## src/rtl/duck_hunt_pkg.sv

```systemverilog
// Shared constants and types for the duck hunt sprite pipeline.
// Screen geometry, shape length, scheduler states and signed shape offsets.
package duck_hunt_pkg;

  localparam int SCREEN_W = 160;
  localparam int SCREEN_H = 120;
  localparam int SHAPE_LEN = 13;
  localparam logic [2:0] BG_COLOUR = 3'b000;

  typedef enum logic [2:0] {
    IDLE,
    ERASE,
    UPDATE,
    SETTLE,
    DRAW
  } sched_state_t;

  typedef logic signed [3:0] offset_t;

endpackage

```

## src/rtl/duck_shape_rom.sv

```systemverilog
// Combinational duck outline: shape index k (0..12) to a signed (dx,dy) offset
// from the sprite head pixel.
module duck_shape_rom
  import duck_hunt_pkg::*;
(
  input  logic [3:0] k,
  output offset_t    dx,
  output offset_t    dy
);

  // Head, beak, body line and two pairs of splayed wings/tail feathers.
  always_comb begin
    dx = 4'sd0;
    dy = 4'sd0;
    case (k)
      4'd0:  begin dx =  4'sd0; dy =  4'sd0; end
      4'd1:  begin dx =  4'sd0; dy =  4'sd1; end
      4'd2:  begin dx = -4'sd1; dy =  4'sd0; end
      4'd3:  begin dx = -4'sd2; dy =  4'sd0; end
      4'd4:  begin dx = -4'sd3; dy =  4'sd0; end
      4'd5:  begin dx = -4'sd4; dy =  4'sd0; end
      4'd6:  begin dx = -4'sd5; dy =  4'sd0; end
      4'd7:  begin dx = -4'sd3; dy =  4'sd1; end
      4'd8:  begin dx = -4'sd3; dy = -4'sd1; end
      4'd9:  begin dx = -4'sd4; dy =  4'sd2; end
      4'd10: begin dx = -4'sd4; dy = -4'sd2; end
      4'd11: begin dx = -4'sd5; dy =  4'sd3; end
      4'd12: begin dx = -4'sd5; dy = -4'sd3; end
      default: begin dx = 4'sd0; dy = 4'sd0; end
    endcase
  end

endmodule

```

## src/rtl/sprite_frame_scheduler.sv

```systemverilog
// Per-frame erase / update / redraw sequencer; sole driver of the vga_adapter port.
// Optional macro SPRITE_CLIP_EN suppresses off-screen pixels; otherwise coordinates wrap.
module sprite_frame_scheduler
  import duck_hunt_pkg::*;
#(
  parameter int NUM_SPRITES = 4
) (
  input  logic                     clock,
  input  logic                     resetn,
  input  logic                     frame_tick,
  input  logic [NUM_SPRITES-1:0]   spr_active,
  input  logic [8*NUM_SPRITES-1:0] spr_x,
  input  logic [7*NUM_SPRITES-1:0] spr_y,
  input  logic [3*NUM_SPRITES-1:0] spr_colour,
  output logic                     upd_pulse,
  output logic [7:0]               vga_x,
  output logic [6:0]               vga_y,
  output logic [2:0]               vga_colour,
  output logic                     vga_plot,
  output logic                     busy,
  output logic                     frame_overrun
);

  localparam int SW = (NUM_SPRITES > 1) ? $clog2(NUM_SPRITES) : 1;
  localparam logic [SW-1:0] LAST_SLOT = SW'(NUM_SPRITES - 1);
  localparam logic [3:0] LAST_K = 4'(SHAPE_LEN - 1);

  sched_state_t state, state_next;
  logic [SW-1:0] slot;
  logic [3:0] k_idx;
  logic walking, last_pixel, use_live;

  logic [7:0] live_x [NUM_SPRITES];
  logic [6:0] live_y [NUM_SPRITES];
  logic [2:0] live_colour [NUM_SPRITES];
  logic [7:0] prev_x [NUM_SPRITES];
  logic [6:0] prev_y [NUM_SPRITES];
  logic [2:0] prev_colour [NUM_SPRITES];
  logic [NUM_SPRITES-1:0] prev_active;

  offset_t dx, dy;
  logic [7:0] src_x, pix_x;
  logic [6:0] src_y, pix_y;
  logic [2:0] src_colour, pix_colour;
  logic src_active, pix_plot;

  duck_shape_rom u_shape (
    .k  (k_idx),
    .dx (dx),
    .dy (dy)
  );

  always_comb begin
    for (int i = 0; i < NUM_SPRITES; i++) begin
      live_x[i]      = spr_x[8*i +: 8];
      live_y[i]      = spr_y[7*i +: 7];
      live_colour[i] = spr_colour[3*i +: 3];
    end
  end

  assign walking    = (state == ERASE) || (state == DRAW);
  assign last_pixel = (k_idx == LAST_K) && (slot == LAST_SLOT);
  assign busy       = (state != IDLE);
  assign upd_pulse  = (state == UPDATE);

  always_ff @(posedge clock or negedge resetn) begin
    if (!resetn) state <= IDLE;
    else         state <= state_next;
  end

  // A tick landing on the final DRAW pixel chains straight into the next frame.
  always_comb begin
    state_next = state;
    case (state)
      IDLE:    if (frame_tick) state_next = ERASE;
      ERASE:   if (last_pixel) state_next = UPDATE;
      UPDATE:  state_next = SETTLE;
      SETTLE:  state_next = DRAW;
      DRAW:    if (last_pixel) state_next = frame_tick ? ERASE : IDLE;
      default: state_next = IDLE;
    endcase
  end

  always_ff @(posedge clock or negedge resetn) begin
    if (!resetn) begin
      slot  <= '0;
      k_idx <= '0;
    end else if (walking && !last_pixel) begin
      if (k_idx == LAST_K) begin
        k_idx <= '0;
        slot  <= slot + 1'b1;
      end else begin
        k_idx <= k_idx + 4'd1;
      end
    end else begin
      slot  <= '0;
      k_idx <= '0;
    end
  end

  // The k=0 draw pixel reads the live inputs because the latch lands on that same edge.
  assign use_live   = (state == DRAW) && (k_idx == 4'd0);
  assign src_x      = use_live ? live_x[slot]      : prev_x[slot];
  assign src_y      = use_live ? live_y[slot]      : prev_y[slot];
  assign src_colour = use_live ? live_colour[slot] : prev_colour[slot];
  assign src_active = use_live ? spr_active[slot]  : prev_active[slot];
  assign pix_colour = (state == ERASE) ? BG_COLOUR : src_colour;

`ifdef SPRITE_CLIP_EN
  logic [8:0] full_x;
  logic [7:0] full_y;
  logic on_screen;

  always_comb begin
    full_x    = {1'b0, src_x} + {{5{dx[3]}}, dx};
    full_y    = {1'b0, src_y} + {{4{dy[3]}}, dy};
    on_screen = !full_x[8] && (full_x[7:0] < 8'(SCREEN_W)) &&
                !full_y[7] && (full_y[6:0] < 7'(SCREEN_H));
    pix_x     = full_x[7:0];
    pix_y     = full_y[6:0];
  end

  assign pix_plot = walking && src_active && on_screen;
`else
  assign pix_x    = src_x + {{4{dx[3]}}, dx};
  assign pix_y    = src_y + {{3{dy[3]}}, dy};
  assign pix_plot = walking && src_active;
`endif

  always_ff @(posedge clock or negedge resetn) begin
    if (!resetn) begin
      prev_active <= '0;
      for (int i = 0; i < NUM_SPRITES; i++) begin
        prev_x[i]      <= '0;
        prev_y[i]      <= '0;
        prev_colour[i] <= '0;
      end
    end else if (use_live) begin
      prev_x[slot]      <= live_x[slot];
      prev_y[slot]      <= live_y[slot];
      prev_colour[slot] <= live_colour[slot];
      prev_active[slot] <= spr_active[slot];
    end
  end

  // Coordinates and colour only move on plotted pixels so the adapter sees stable values.
  always_ff @(posedge clock or negedge resetn) begin
    if (!resetn) begin
      vga_x      <= '0;
      vga_y      <= '0;
      vga_colour <= '0;
      vga_plot   <= 1'b0;
    end else begin
      vga_plot <= pix_plot;
      if (pix_plot) begin
        vga_x      <= pix_x;
        vga_y      <= pix_y;
        vga_colour <= pix_colour;
      end
    end
  end

  always_ff @(posedge clock or negedge resetn) begin
    if (!resetn)
      frame_overrun <= 1'b0;
    else if (frame_tick && busy && !((state == DRAW) && last_pixel))
      frame_overrun <= 1'b1;
  end

endmodule

```

## config.mk

```make
export PLATFORM = sky130hd
export DESIGN_NAME = sprite_frame_scheduler
export DESIGN_NICKNAME = d
export VERILOG_FILES = /design/src/rtl/duck_hunt_pkg.sv /design/src/rtl/duck_shape_rom.sv /design/src/rtl/sprite_frame_scheduler.sv
export SDC_FILE = /design/constraint.sdc
export NUM_CORES = 1
export LEC_CHECK = 0
export ABC_AREA = 1
export CAP_MARGIN = 30
export CORE_ASPECT_RATIO = 0.9
export CORE_UTILIZATION = 41
export CTS_BUF_LIST = sky130_fd_sc_hd__clkbuf_8
export DETAILED_ROUTE_END_ITERATION = 16
export DONT_BUFFER_PORTS = 1
export PLACE_DENSITY = 0.66
export SETUP_SLACK_MARGIN = 0.3
export SYNTH_ARGS = -nofsm -noshare
export SYNTH_HDL_FRONTEND = slang
export SYNTH_SLANG_ARGS = --single-unit
```

## constraint.sdc

```tcl
create_clock -name clock -period 3.45 [get_ports clock]
set_input_delay 1.035 -clock clock [delete_from_list [all_inputs] [get_ports clock]]
set_output_delay 1.035 -clock clock [all_outputs]
set_load 0.02 [all_outputs]
```

# Yosys cells after proc, flatten, opt, wreduce, memory -nomap -nowiden
# Memories as Yosys holds them, arrays and structs flattened.
# Index checks and enable logic that the tools add are counted.
# word_totals
mem_count	1
regBits	105
out_inout_bits	22
ramBits	0
latch_bits	0
in_bits	79
rom_bits	128
# classes
mux	48
add_sub_neg	4
n_reduce_logical	16
multipliers	0
n_eq_ne	10
magnitude_cmp	4
div	0
bitwise_logic	1
shift	0
# mem_list
memory	words	width	read_ports	rd_ports_with_merged_regs	wr	line	rtl
(no name shown)	16	8	1	0	0	duck_shape_rom.sv:15	case (k)
# ops
op	n
two-way mux 8 bit	6
two-way mux 7 bit	6
binary-select mux 8 bit (select 2 bit)	2
bitwise mux 32 bit	1
two-way mux 3 bit	10
binary-select mux 7 bit (select 2 bit)	2
bitwise mux 28 bit	1
demux 8 bit (select 2 bit)	1
case mux 3 bit (5 select lines)	1
demux 7 bit (select 2 bit)	1
binary-select mux 3 bit (select 2 bit)	2
bitwise mux 12 bit	1
logical AND 1 bit	9
adder 8 bit	1
two-way mux 4 bit	2
adder 7 bit	1
demux 3 bit (select 2 bit)	1
equality test 3 x 2 -> 1 bit, second input constant	2
inequality test 2 bit, second input constant	3
two-way mux 1 bit	5
adder 4 x 1 -> 4 bit, second input constant	1
binary-select mux 1 bit (select 2 bit)	2
bitwise mux 4 bit	1
equality test 4 bit, second input constant	1
18 further kinds	20

# Longest topological paths before layout
# Gate-level depths: netlist of run 1.
# depth
depth_word	6
ltp_mapped	20
ltp_nobuf	18

# By module
# From an unflattened synthesis of run 1, not the netlist that was laid out.
# hier_totals
cells_unflattened	786
hier_area_um2	6239.7
# by_module_without_submodules
module	n_inst	area_per_inst_um2	cells_each	seq_area_each_um2
sprite_frame_scheduler	1	5977.0	743	2627.5
duck_shape_rom	1	262.8	43	0.0

# Worst setup path before layout of run 1
# OpenSTA, ideal clock, no wires.
# synth_path
kind	reg2reg
startpoint	reg k_idx[0]
endpoint	reg vga_x[6]
path_slack_ns	0.396
required_time_ns	3.374
path_stages_with_launch	19
t_arrival_ns	2.977
path_buffers	2
path_cell_list	dfrtp_1 > inv_1 > ha_1 > inv_2 > nor2_4 > nand2_4 > buf_6 > clkbuf_1 > nor2_1 > a31oi_1 > ha_1 > inv_1 > fa_1 > o21ai_0 > a21oi_1 > nor2_1 > nor2_1 > xor2_1 > o21ai_1
# synth_via
elab_chain_cells	4
# synth_lines
item	line	rtl
from (decl)	sprite_frame_scheduler.sv:30	logic [3:0] k_idx;
from (signal assigned)	sprite_frame_scheduler.sv:93	k_idx <= k_idx + 4'd1;
parallel branches: the longest is 4 deep, another holds memory read (16 x 8 bit)	--	
to (signal assigned)	sprite_frame_scheduler.sv:156	vga_x <= pix_x;
to (decl)	sprite_frame_scheduler.sv:16	output logic [7:0] vga_x,
# Several ways; the timed one is not identified.
# A chain may end at the register's enable or synchronous reset.

# Worst setup path after layout of run 1
# layout_path
startpoint	reg slot[0]
endpoint	reg vga_x[6]
# layout_via
elab_chain_cells	6
# layout_lines
item	line	rtl
from (decl)	sprite_frame_scheduler.sv:29	logic [SW-1:0] slot;
from (signal assigned)	sprite_frame_scheduler.sv:91	slot <= slot + 1'b1;
inverter 2 -> 3 bit (implied by the code)	sprite_frame_scheduler.sv:103	assign src_x = use_live ? live_x[slot] : prev_x[slot];
binary-select mux 8 bit (select 2 bit)	sprite_frame_scheduler.sv:103	
two-way mux 8 bit (implied by the code) (2 in a row)	sprite_frame_scheduler.sv:103	
two-way mux 8 bit	sprite_frame_scheduler.sv:103	
adder 8 bit	sprite_frame_scheduler.sv:125	assign pix_x = src_x + {{4{dx[3]}}, dx};
# Parallel ways exist; a longest one is shown, timed or not. The select of a mux whose other input is x is not followed.

==> out/results.ini, run 1 <==
[run_status]
status = finished clean

[cts]
numCtsBuffers = 9
hold_buffers = 0
clkSinkCount = 105
cts-root-buf = clkbuf_8
clock_latency_ns = 0.38
htreeDepth = 3
clock_path_buffers = 2
cts_tree = done
path_clk_slew_ns = 0.10

[logic_synthesis]
async_flop_share = 1.00
synth_area_leaders = dfrtp_1 (42%), nand2_1 (15%), o21ai_0 (9.0%), ha_1 (4.6%), inv_1 (3.8%)
yosysSeqAreaShare = 0.424
ys_ff_latch = 105
synth_commonest_cells = nand2_1 (252), o21ai_0 (111), dfrtp_1 (105)
avgSynthCellArea_um2 = 7.58
synth_top_cell_by_area = dfrtp_1
ys_types = 40
netlist_area_um2 = 6190
yosysTopAreaCellShare = 0.424
synth_warnings = 0
synth_nets = 921
synth_edf_count = 0
yosysMostFrequentCell = nand2_1
synthCells = 817
synth_ff_type = dfrtp_1

[sta]
setup_violations = 0
finalSetupTns_ns = 0
fin_crit_sh = 0.850
relSlewSlack = 0.387
rsz0062_at_grt = false
tightestPinTransition_ns = 0.919
clock_skew_ns = 0.00854
hold_violations = 0
min_period_ns = 2.93
drv_slew = 0
max_freq_ghz = 0.341

[power]
peakVddDrop_mv = 0.177
leakage_nw = 3.08
power_density_nw_per_um2 = 312

[cells_and_area]
area_growth_pct = 6.12
drive_gt1_frac = 0.101
num_antenna_cells = 0
nNetsFinal = 908
fin_cells = 1007
final_core_util = 0.447
n_fill_cell = 1497

[setup_path]
end_kind = flip-flop
reg2reg_from = slot[0]
crit_path_start_kind = flip-flop
r2r_cells = 14
critPathMaxFanout = 32
r2r_slack_ns = 0.52
cp.required_ns = 3.77
critPathArrivalTime_ns = 3.25
endpoint = vga_x[6]
r2r-end = vga_x[6]
critical_path_class = reg2reg
crit_path_start = slot[0]

[grt]
grt-ovfl-total = 0
grt_pass1_vias = 4979
grt_pass1_wl_mm = 25.5
track_usage = 0.208
antenna_found_initial = 0
grt_max_degree = 106

[route]
via_per_inst = 5.25
first_pass_iters = 5
wl_per_cell_um = 15.4
totalWireLength_mm = 15.5
final_antenna_net_count = 0
drc = 0
dr.first_iter.drc_count = 437
via_count = 5288

[flow_run]
cap_violations = 0

[die]
coreArea_um2 = 14700
start_util = 0.421
fp.dieW_um = 132
num_rows = 42
io_pins = 101
dieHeight_um = 119
die_area_um2 = 15600

[place]
place_congestion = 0.807
dp.cells = 989
dp_hpwl_mm = 10.6
portBuffers = 0

[worst_hold_path]
min_path_type = in2async

[registers in the layout, summed over array words and instances (netlist names)]
register / count
prev_active: 4
vga_y: 7
vga_plot: 1
frame_overrun: 1
slot: 2
prev_x: 32
prev_colour: 12
k_idx: 4
vga_x: 8
prev_y: 28
vga_colour: 3
state: 3
[area by class of cell]
class	instances	area [um^2]	share of cell area
Timing Repair Buffer	20	166	0.0253
Clock buffer	9	124	0.0188
Sequential cell	105	2630	0.400
Multi-Input combinational cell	596	3050	0.464
Inverter	72	280	0.0426
Tap cell	198	248	0.0377
Clock inverter	7	70.1	0.0107
[worst max-delay path, stage by stage, from the launching register on]
cell and delay (ns):
dfrtp_2 0.52, inv_6 0.22, nor2_1 0.07, o22ai_1 0.30
nor2_1 0.07, a31oi_1 0.26, ha_1 0.21, inv_1 0.05
fa_1 0.41, o21ai_1 0.25, a21oi_1 0.10, nor2_1 0.10
nor2_1 0.05, xor2_1 0.13, o21ai_1 0.11
[routing by layer]
metal  track usage  vias up  routed length, um
li1              -     2633                  -
met1         0.279     2487               7220
met2         0.334      152               7120
met3        0.0485       16               1010
met4        0.0560        0                169
met5             0        -                  0
[cells in the final DEF, fill, tap and decap left out, types with 3 or more instances in the layout]
cell type / count
xnor2_1: 4
nor2_4: 3
nor2_1: 43
o22ai_1: 11
buf_4: 18
a32oi_1: 3
o211ai_1: 3
a21oi_1: 45
nand2_2: 5
clkinv_2: 3
inv_1: 61
xor2_1: 6
a31oi_1: 5
o21ai_2: 5
o22ai_2: 3
o21ai_1: 21
clkbuf_8: 9
o21ai_0: 109
dfrtp_2: 4
dfrtp_1: 101
nand3_1: 33
ha_1: 22
nand2_1: 252
inv_2: 8
[kinds of logic after synthesis]
family	Yosys count	share of synthesized area
compound gates	213	0.189
xor+xnor	10	0.0141
fa+ha+maj	25	0.0529
buf+inv	116	0.0864
flops	105	0.424
simple gates	348	0.233
[power by group]
group           total, W  internal [W]             switching, W  leakage, nW
registers        0.00123       0.00123  0.000000000000000000102        0.993
clock network   0.000780      0.000336                 0.000444       0.0994
logic          0.0000414     0.0000160                0.0000254         1.99
[repair_timing]
action,in CTS,in global routing
endpoints found under the setup margin,1,7
gates resized for setup,1,11
setup buffers,0,2
[how the worst min path moves through the flow]
| stage | endpoint | slack (ns) | cells after the start |
|---|---|---|---|
| final | prev_x[23] | 0.34 | 0 |
| after global routing | prev_x[23] | 0.31 | 0 |
| after CTS | prev_colour[4] | 0.32 | 0 |
| after detailed placement | prev_y[0] | 0.46 | 2 |
| after global placement | prev_x[17] | 0.46 | 2 |
| after floorplan | prev_active[2] | 0.44 | 2 |
[stage by stage]
stage               hold WS [ns]  total power, W  setup slack, ns  cell area [um^2]
finish                     0.339         0.00205            0.519              6570
CTS                        0.320         0.00207            0.327              6530
floorplan                  0.444         0.00128            0.396              6190
global placement           0.459         0.00129            0.192              6330
detailed placement         0.460         0.00129            0.115              6330
global route               0.311         0.00213            0.301              6570
Note: power is estimated with default switching activity, not from simulation.
==> run 2, diff against run 1 <==
--- a/config.mk
+++ b/config.mk
@@ -12,7 +12,7 @@
 export CTS_BUF_LIST = sky130_fd_sc_hd__clkbuf_8
 export DETAILED_ROUTE_END_ITERATION = 16
 export DONT_BUFFER_PORTS = 1
-export PLACE_DENSITY = 0.66
+export PLACE_DENSITY = 0.68
 export SETUP_SLACK_MARGIN = 0.3
 export SYNTH_ARGS = -nofsm -noshare
 export SYNTH_HDL_FRONTEND = slang
==> constraint.sdc (replaced) <==
create_clock -name clock -period 2.4 [get_ports clock]
set_input_delay 0.72 -clock clock [delete_from_list [all_inputs] [get_ports clock]]
set_output_delay 0.72 -clock clock [all_outputs]
set_load 0.02 [all_outputs]
==> out/results.ini, run 2 (same netlist as run 1, synthesis figures left out) <==
[run_status]
status = complete, but fails checks
violations = negative setup slack

[cells_and_area]
area_growth_pct = 20.0
top_register = prev_x
layout_commonest_cell = nand2_1
final_core_util = 0.505  ; +0.0585
num_antenna_cells = 0  ; unchanged
largest_reg_flops = 32  ; unchanged
nNetsFinal = 976  ; +7.5%
drive_gt1_frac = 0.218  ; +0.116
reg_top3 = prev_x x32, prev_y x28, prev_colour x12
stdcell_area_um2 = 7430  ; +13%
final_cell_mix = nand2_1 (249), dfrtp_1 (102), o21ai_0 (94), buf_4 (72), inv_1 (55)

[cts]
clock_path_buffers = 2  ; unchanged
cts-root-buf = clkbuf_8
htreeDepth = 3  ; unchanged
path_clk_slew_ns = 0.11  ; about the same
cts_tree = done
clkSinkCount = 105  ; unchanged
numCtsBuffers = 9  ; unchanged
clock_latency_ns = 0.39  ; about the same

[die]
num_rows = 42  ; unchanged
start_util = 0.421  ; unchanged
coreArea_um2 = 14700  ; unchanged
dieHeight_um = 119  ; unchanged
io_pins = 101  ; unchanged
die_area_um2 = 15600  ; unchanged
fp.dieW_um = 132  ; unchanged

[grt]
grt_pass1_wl_mm = 26.8  ; +5.0%
grt_max_degree = 106  ; unchanged
grt-ovfl-total = 0  ; unchanged
antenna_found_initial = 0  ; unchanged
track_usage = 0.219  ; +0.0111
grt_pass1_vias = 5234  ; +5.1%

[route]
via_per_inst = 5.17  ; -1.6%
drc = 0  ; unchanged
via_count = 5556  ; +5.1%
dr.first_iter.drc_count = 354  ; -19%
wl_per_cell_um = 15.1  ; -1.8%
final_antenna_net_count = 0  ; unchanged
totalWireLength_mm = 16.3  ; +4.9%
first_pass_iters = 5  ; unchanged

[sta]
fin_crit_sh = 1.02  ; +0.173
max_freq_ghz = 0.407  ; +19%
tightestPinTransition_ns = 0.526  ; -0.393 ns
hold_violations = 0  ; unchanged
relSlewSlack = 0.649  ; +0.262
drv_slew = 0  ; unchanged
setup_violations = 5  ; +5
rsz0062_at_grt = true
min_period_ns = 2.45  ; -0.477 ns
clock_skew_ns = 0.0145  ; +0.00593 ns
fin_ws_ns = -0.0543  ; -0.573 ns

[place]
placed_area_um2 = 6840  ; +8.0%
place_congestion = 0.816  ; +1.2%
dp_hpwl_mm = 11.1  ; +3.8%
portBuffers = 0  ; unchanged

[setup_path]
end_kind = flip-flop
cp.required_ns = 2.70  ; -1.07 ns
critPathMaxFanout = 9  ; -72%
critical_path_class = reg2reg
crit_path_start_kind = flip-flop
critPathArrivalTime_ns = 2.75  ; -0.50 ns

[worst_hold_path]
min_path_type = in2async

[flow_run]
cap_violations = 0  ; unchanged

[power]
power_density_nw_per_um2 = 396  ; +27%
peakVddDrop_mv = 0.233  ; +31%
leakage_nw = 3.45  ; +12%

==> run 2: changes by cell type in the layout (fill, tap and decap cells not counted), moves of 6 or more <==
| cell | previous run | this run |
|---|---|---|
| ha_4 | 0 | 6 |
| buf_4 | 18 | 72 |
| ha_1 | 22 | 16 |
| inv_1 | 61 | 55 |
| o21ai_0 | 109 | 94 |
| buf_6 | 1 | 7 |
| o21ai_1 | 21 | 33 |
==> run 2: path summary, 6_finish.rpt <==
path / startpoint / end / slack (ns) / cells past startpoint
worst max register to register: k_idx[0] / vga_y[6] / -0.05 / 18
max in group asynchronous: resetn / vga_x[6] / 2.21 / 0
min in group clock: prev_y[1] / prev_y[1] / 0.49 / 2
worst min-delay path: resetn / prev_x[12] / 0.005 / 0
worst min register to register: prev_y[1] / prev_y[1] / 0.49 / 2
worst max-delay path: k_idx[0] / vga_y[6] / -0.05 / 18
==> run 2: area by class of cell <==
cell class	instances	area (um^2)
inverter	72	299
tap	198	248
clock buffer	11	151
clock inverter	5	38.8
fill	1412	7280
timing repair buffer	85	734
sequential	105	2630
timing repair inverter	3	18.8
multi-input combinational	596	3310
==> run 2: through the flow <==
stage / total power [W] / TNS (ns) / setup slack (ns) / hold WS [ns] / std cells
finish: 0.00295 / -0.177 / -0.0543 / 0.00541 / 1075
global placement: 0.00187 / -0.661 / -0.193 / 0.429 / 1041
floorplan: 0.00185 / -0.519 / -0.166 / 0.424 / 817
detailed placement: 0.00188 / -0.891 / -0.205 / 0.429 / 1041
CTS: 0.00298 / -0.119 / -0.0473 / -0.0175 / 1068
global route: 0.00306 / -1.08 / -0.227 / -0.0254 / 1075
==> run 2: power by group <==
part / total, W / internal [W] / switching (W)
combinational: 0.0000790 / 0.0000372 / 0.0000418
sequential: 0.00177 / 0.00177 / 0.000000000000000000148
clock: 0.00110 / 0.000442 / 0.000659
total: 0.00295 / 0.00225 / 0.000701
==> run 2: critical path, cell delays in order (launching register included) <==
cell and delay (ns):
dfrtp_2 0.43, inv_2 0.08, ha_4 0.15, inv_2 0.05
nor2_4 0.14, nand2_8 0.11, nor2_2 0.12, a31oi_2 0.07
ha_2 0.22, fa_2 0.36, a21o_1 0.17, nand2_1 0.09
nand2_1 0.06, nand2_2 0.07, nand2_2 0.05, nand2_1 0.05
nand2_1 0.04, nand3_1 0.06, nand2_1 0.05
==> run 2: what timing repair did <==
action	4_1_cts	5_1_grt
endpoints found under the setup margin	34	54
gates cloned	2	1
pin swaps	4	4
gates resized for setup	42	26
hold endpoints to repair	87	90
buffers inserted	9	6
==> run 2: per-layer routing <==
| layer | GRT usage | vias up | part of all wire |
|---|---|---|---|
| li1 | - | 2779 | - |
| met1 | 0.287 | 2602 | 0.45 |
| met2 | 0.354 | 147 | 0.47 |
| met3 | 0.0506 | 28 | 0.054 |
| met4 | 0.0749 | 0 | 0.022 |
| met5 | 0 | - | 0 |
